File: src/rtl/pc_sequencer.sv
// PC update sequencer for the multicycle CPU: drives the PC source mux select, PC/EPC load
// enables and the exception-vector fetch. Build with PCSEQ_ALIGN_CHECK_EN to trap misaligned targets.
module pc_sequencer #(
  parameter logic [31:0] VEC_BASE = 32'd252,
  parameter int unsigned MEM_LAT  = 2
) (
  input  logic        clk,
  input  logic        reset,
  input  logic        req_valid,
  input  logic [2:0]  req_op,
  input  logic [1:0]  br_cond,
  input  logic        alu_zero,
  input  logic        alu_gt,
  input  logic        exc_req,
  input  logic [1:0]  exc_code,
  input  logic [31:0] target_addr,
  output logic [2:0]  pc_source,
  output logic        pc_write,
  output logic        epc_write,
  output logic        vec_rd,
  output logic [31:0] vec_addr,
  output logic        busy,
  output logic        done,
  output logic        proto_err
);

  localparam int unsigned CW = (MEM_LAT > 1) ? $clog2(MEM_LAT) : 1;

  localparam logic [2:0] OP_SEQ = 3'd0, OP_BRANCH = 3'd1, OP_JUMP = 3'd2,
                         OP_JR  = 3'd3, OP_RFE    = 3'd4;

  typedef enum logic [2:0] {IDLE, EXEC, EXC_SAVE, EXC_VEC, EXC_LOAD} state_t;

  state_t          state, next_state;
  logic [2:0]      op;
  logic [1:0]      cond;
  logic            zero, gt;
  logic [1:0]      code;
  logic            pend;
  logic [1:0]      pend_code;
  logic [CW-1:0]   cnt;
  logic            taken, misalign, illegal, dropped;

  assign illegal = (req_op > OP_RFE);

  always_comb begin
    unique case (cond)
      2'b00:   taken = zero;
      2'b01:   taken = !zero;
      2'b10:   taken = !gt;
      default: taken = gt;
    endcase
  end

`ifdef PCSEQ_ALIGN_CHECK_EN
  always_comb begin
    misalign = 1'b0;
    if (state == EXEC && target_addr[1:0] != 2'b00)
      misalign = (op == OP_JUMP) || (op == OP_JR) || (op == OP_RFE) ||
                 ((op == OP_BRANCH) && taken);
  end
`else
  logic unused_target;
  assign unused_target = ^target_addr;
  assign misalign      = 1'b0;
`endif

  // A request is dropped whenever it cannot be accepted this cycle.
  assign dropped = req_valid && ((state != IDLE) || pend || exc_req);

  always_ff @(posedge clk or posedge reset) begin
    if (reset) state <= IDLE;
    else       state <= next_state;
  end

  always_comb begin
    next_state = state;
    unique case (state)
      IDLE: begin
        if (pend || exc_req)   next_state = EXC_SAVE;
        else if (req_valid)    next_state = illegal ? EXC_SAVE : EXEC;
      end
      EXEC:     next_state = misalign ? EXC_SAVE : IDLE;
      EXC_SAVE: next_state = EXC_VEC;
      EXC_VEC:  next_state = (cnt == '0) ? EXC_LOAD : EXC_VEC;
      EXC_LOAD: next_state = IDLE;
      default:  next_state = IDLE;
    endcase
  end

  always_ff @(posedge clk or posedge reset) begin
    if (reset) begin
      op        <= '0;
      cond      <= '0;
      zero      <= 1'b0;
      gt        <= 1'b0;
      code      <= '0;
      pend      <= 1'b0;
      pend_code <= '0;
      cnt       <= '0;
      proto_err <= 1'b0;
    end else begin
      proto_err <= dropped;
      if (state == IDLE) begin
        // Serving the pending slot frees it, so a same-cycle exc_req refills it.
        if (pend) begin
          code      <= pend_code;
          pend      <= exc_req;
          pend_code <= exc_code;
        end else if (exc_req) begin
          code <= exc_code;
        end else if (req_valid) begin
          op   <= req_op;
          cond <= br_cond;
          zero <= alu_zero;
          gt   <= alu_gt;
          if (illegal) code <= 2'b00;
        end
      end else if (exc_req && !pend) begin
        pend      <= 1'b1;
        pend_code <= exc_code;
      end
      if (misalign)                         code <= 2'b11;
      if (state == EXC_SAVE)                cnt  <= CW'(MEM_LAT - 1);
      else if (state == EXC_VEC && cnt != '0) cnt <= cnt - 1'b1;
    end
  end

  always_comb begin
    pc_source = 3'd0;
    pc_write  = 1'b0;
    epc_write = 1'b0;
    vec_rd    = 1'b0;
    vec_addr  = '0;
    done      = 1'b0;
    busy      = (state != IDLE);
    unique case (state)
      EXEC: begin
        done     = !misalign;
        pc_write = !misalign;
        case (op)
          OP_BRANCH: begin
            pc_write = taken && !misalign;
            if (pc_write) pc_source = 3'd1;
          end
          OP_JUMP: if (pc_write) pc_source = 3'd2;
          OP_JR:   if (pc_write) pc_source = 3'd3;
          OP_RFE:  if (pc_write) pc_source = 3'd4;
          default: pc_source = 3'd0;
        endcase
      end
      EXC_SAVE: epc_write = 1'b1;
      EXC_VEC: begin
        vec_rd   = 1'b1;
        vec_addr = VEC_BASE + {30'd0, code};
      end
      EXC_LOAD: begin
        pc_source = 3'd5;
        pc_write  = 1'b1;
        done      = 1'b1;
      end
      default: ;
    endcase
  end

endmodule

File: config.mk
export PLATFORM = sky130hd
export DESIGN_NAME = pc_sequencer
export DESIGN_NICKNAME = d
export VERILOG_FILES = /design/src/rtl/pc_sequencer.sv
export SDC_FILE = /design/constraint.sdc
export NUM_CORES = 1
export LEC_CHECK = 0
export BUFFER_PORTS_ARGS = -buffer_cell sky130_fd_sc_hd__buf_4
export CORE_MARGIN = 1.5
export CORE_UTILIZATION = 25
export CTS_BUF_LIST = sky130_fd_sc_hd__clkbuf_8
export DETAILED_ROUTE_END_ITERATION = 8
export GPL_ROUTABILITY_DRIVEN = 0
export HOLD_SLACK_MARGIN = 0.06
export PLACE_DENSITY = 0.58
export SLEW_MARGIN = 20
export SYNTH_ARGS = -nofsm -noshare
export SYNTH_HDL_FRONTEND = slang
export SYNTH_SLANG_ARGS = --single-unit
export TNS_END_PERCENT = 1
File: constraint.sdc
create_clock -name clk -period 1.4 [get_ports clk]
set_input_delay 0.21 -clock clk [delete_from_list [all_inputs] [get_ports clk]]
set_output_delay 0.21 -clock clk [all_outputs]
set_load 0.03 [all_outputs]
==> results.cfg <==
[status]
status = complete, but fails checks
violations = negative setup slack

[sta]
final-max-slew-violation-count = 0
hold_violations = 0
fin_skew_ns = 0.00342
setup_viol = 18
tightest_slew_ns = 0.643
max_freq_ghz = 0.622
period_share_pct = 115
final.setup.tns_ns = -2.34
grt_setup_unrepaired = yes
slew_headroom_pct = 57.1
period_minus_slack_ns = 1.61
layout_setup_ws_ns = -0.209
holdWs_ns = 0.0463

[setup_path]
path_cells = or2b_4 -> a21oi_4 -> o21a_2 -> buf_6
cpPeakStageDelay_ns = 0.46
cp.arrival_ns = 1.40
crit_slowest_cell = dfrtp_2
cp-end-kind = primary output
worstSetupStartpointType = flop
path_class = flop to primary output
required_ns = 1.19
path_max_fanout = 5

[floorplan]
die_x_microns = 69.1
die_h_microns = 69.1
num_io_pins = 86
rows = 23
die_area_sq_um = 4770
start_util_pct = 26.7
core-area_sq_um = 4090

[power]
p_leak_nw = 0.683
total_power_mw = 3.58
peakVddDrop_uv = 710
p_per_area_nw_per_um2 = 2470

[synth]
yosysMostFrequentCell = buf_4
ys_types = 35
synth_area_leaders = dfrtp_1 (39%), buf_4 (21%), mux2_2 (7.2%)
ys_async_sr_fraction_pct = 100
syn-cell-area_sq_um = 1090
synthFlopType = dfrtp_1
synth-seq-cells = 17
synth_common_cells = buf_4 (31), dfrtp_1 (17), nor2_1 (8), a21oi_1 (7), mux2_2 (7)
yosysTopAreaCell = dfrtp_1
syn_inst = 112
yosysSeqAreaShare_pct = 38.9
synth-edff-count = 0
synthDominantCellAreaShare_pct = 38.9
syn_avg_cell_area_sq_um = 9.75
ys_warn_count = 0

[drt]
met1_length_microns = 834
wl_per_cell_microns = 10.8
drc = 0
via_count = 795
drt-vias-per-instance = 4.10
wl_met3_microns = 109
ant_nets = 0
topRoutingLayerUsed = met4
drtIter0Drc = 18
dr_wl_met2_mm = 1.12
drt_pass1_iterations = 4
wl_mm = 2.09

[placed_design]
port_buffers = 29
place_ws_ns = -0.0970
place_area_sq_um = 1300
hpwl_mm = 1.66
dp.cells = 189

[global_route]
gr-total-overflow = 0
grtUsageTotal_pct = 8.89
antenna_found_initial = 0
grt_pass1_wl_mm = 3.50
grt_pass1_vias = 792
grt_max_degree = 18

[cells_and_area]
n_fill_cell = 411
finalNonFillerCells = 194
fin_area_sq_um = 1450
area_growth_pct = 32.9
multi_input_area_sq_um = 584
drive_gt1_share_pct = 48.6
seq_area_sq_um = 428
nets = 190
final_util_pct = 35.5
n_antenna_cell = 0

[flow_run]
drv_cap = 0

[clock_tree]
cts_root_buffer = clkbuf_8
htreeDepth = 1
numCtsBuffers = 3
clk_latency_ns = 0.25
cts_tree = built
cts_buffer_depth = 2
numClockSinks = 17
clkTransAtPathRegs_ns = 0.07
hold_buffers = 0

[hold_path]
hold_path_class = primary input to asynchronous set/reset pin
## worst paths after layout
check,cells past startpoint,startpoint,slack [ns],end
max,4,state[0]$_DFFE_PP0P_,-0.21,pc_write
min,2,reset,0.05,pend$_DFFE_PP0P_
max reg2reg,4,state[0]$_DFFE_PP0P_,-0.02,pend_code[1]$_DFFE_PP0P_
min reg2reg,1,cnt$_DFFE_PP0N_,0.47,state[2]$_DFFE_PP0P_
max in group asynchronous,2,reset,0.90,state[2]$_DFFE_PP0P_
min in group clk,2,alu_gt,0.19,gt$_DFFE_PP0P_
## registers in the layout, summed over array words and instances (netlist names)
register / count
cnt: 1
proto_err: 1
cond: 2
pend_code: 2
state: 3
code: 2
op: 3
gt: 1
pend: 1
zero: 1
## layout by cell type (no fill, tap or decap), types with 2 or more instances in the layout
cell type,netlist,layout
o31ai_1,2,2
conb_1,1,24
a21oi_2,2,3
nor2_2,1,2
a21oi_1,7,5
nor2b_1,2,2
dfrtp_2,0,2
buf_6,0,12
nor2_1,8,7
nand2b_1,4,3
nand2_1,4,4
buf_4,31,25
mux2_2,7,7
dfrtp_1,17,15
clkbuf_8,0,3
## cells by family (layout without fill, tap and decap cells)
family	count (synthesis)	after routing	share of synthesized area (%)
buffers and inverters	34	43	22.3
and+or+nand+nor	30	30	16.0
AOI/OAI and AO/OA	19	19	11.2
DFF	17	17	38.9
muxes	10	10	10.2
adders and majority gates	1	1	0.916
other	1	24	0.343
## metal layers
metal,track usage (%),vias up
li1,-,388
met1,9.78,373
met2,16.5,30
met3,1.61,4
met4,3.92,0
met5,0,-
## power breakdown
| group | leakage [nW] | internal [mW] | switching [mW] |
|---|---|---|---|
| registers | 0.205 | 0.724 | 0.218 |
| clock network | 0.0255 | 0.197 | 0.161 |
| logic | 0.453 | 1.05 | 1.23 |
| total | 0.683 | 1.97 | 1.61 |
## critical path, delay by kind of cell, from the launching register on
kind,cells,cell delay [ns]
compound gates,2,0.28
simple gates,1,0.30
flops,1,0.46
buf+inv,1,0.12
## timing repair
item | CTS | global route
hold endpoints to repair | 0 | 0
buffers inserted | 0 | 1
pin swaps | 6 | 4
resized for setup | 18 | 10
endpoints found under the setup margin | 18 | 19
## final cells by class
class,instances,share of cell area [%]
multi-input cells,84,40.3
flip-flops and latches,17,29.5
repair buffers,37,22.2
well taps,50,4.31
clock buffers,3,2.84
inverters,2,0.517
clock inverters,1,0.345
Note: power is estimated with default switching activity, not from simulation.
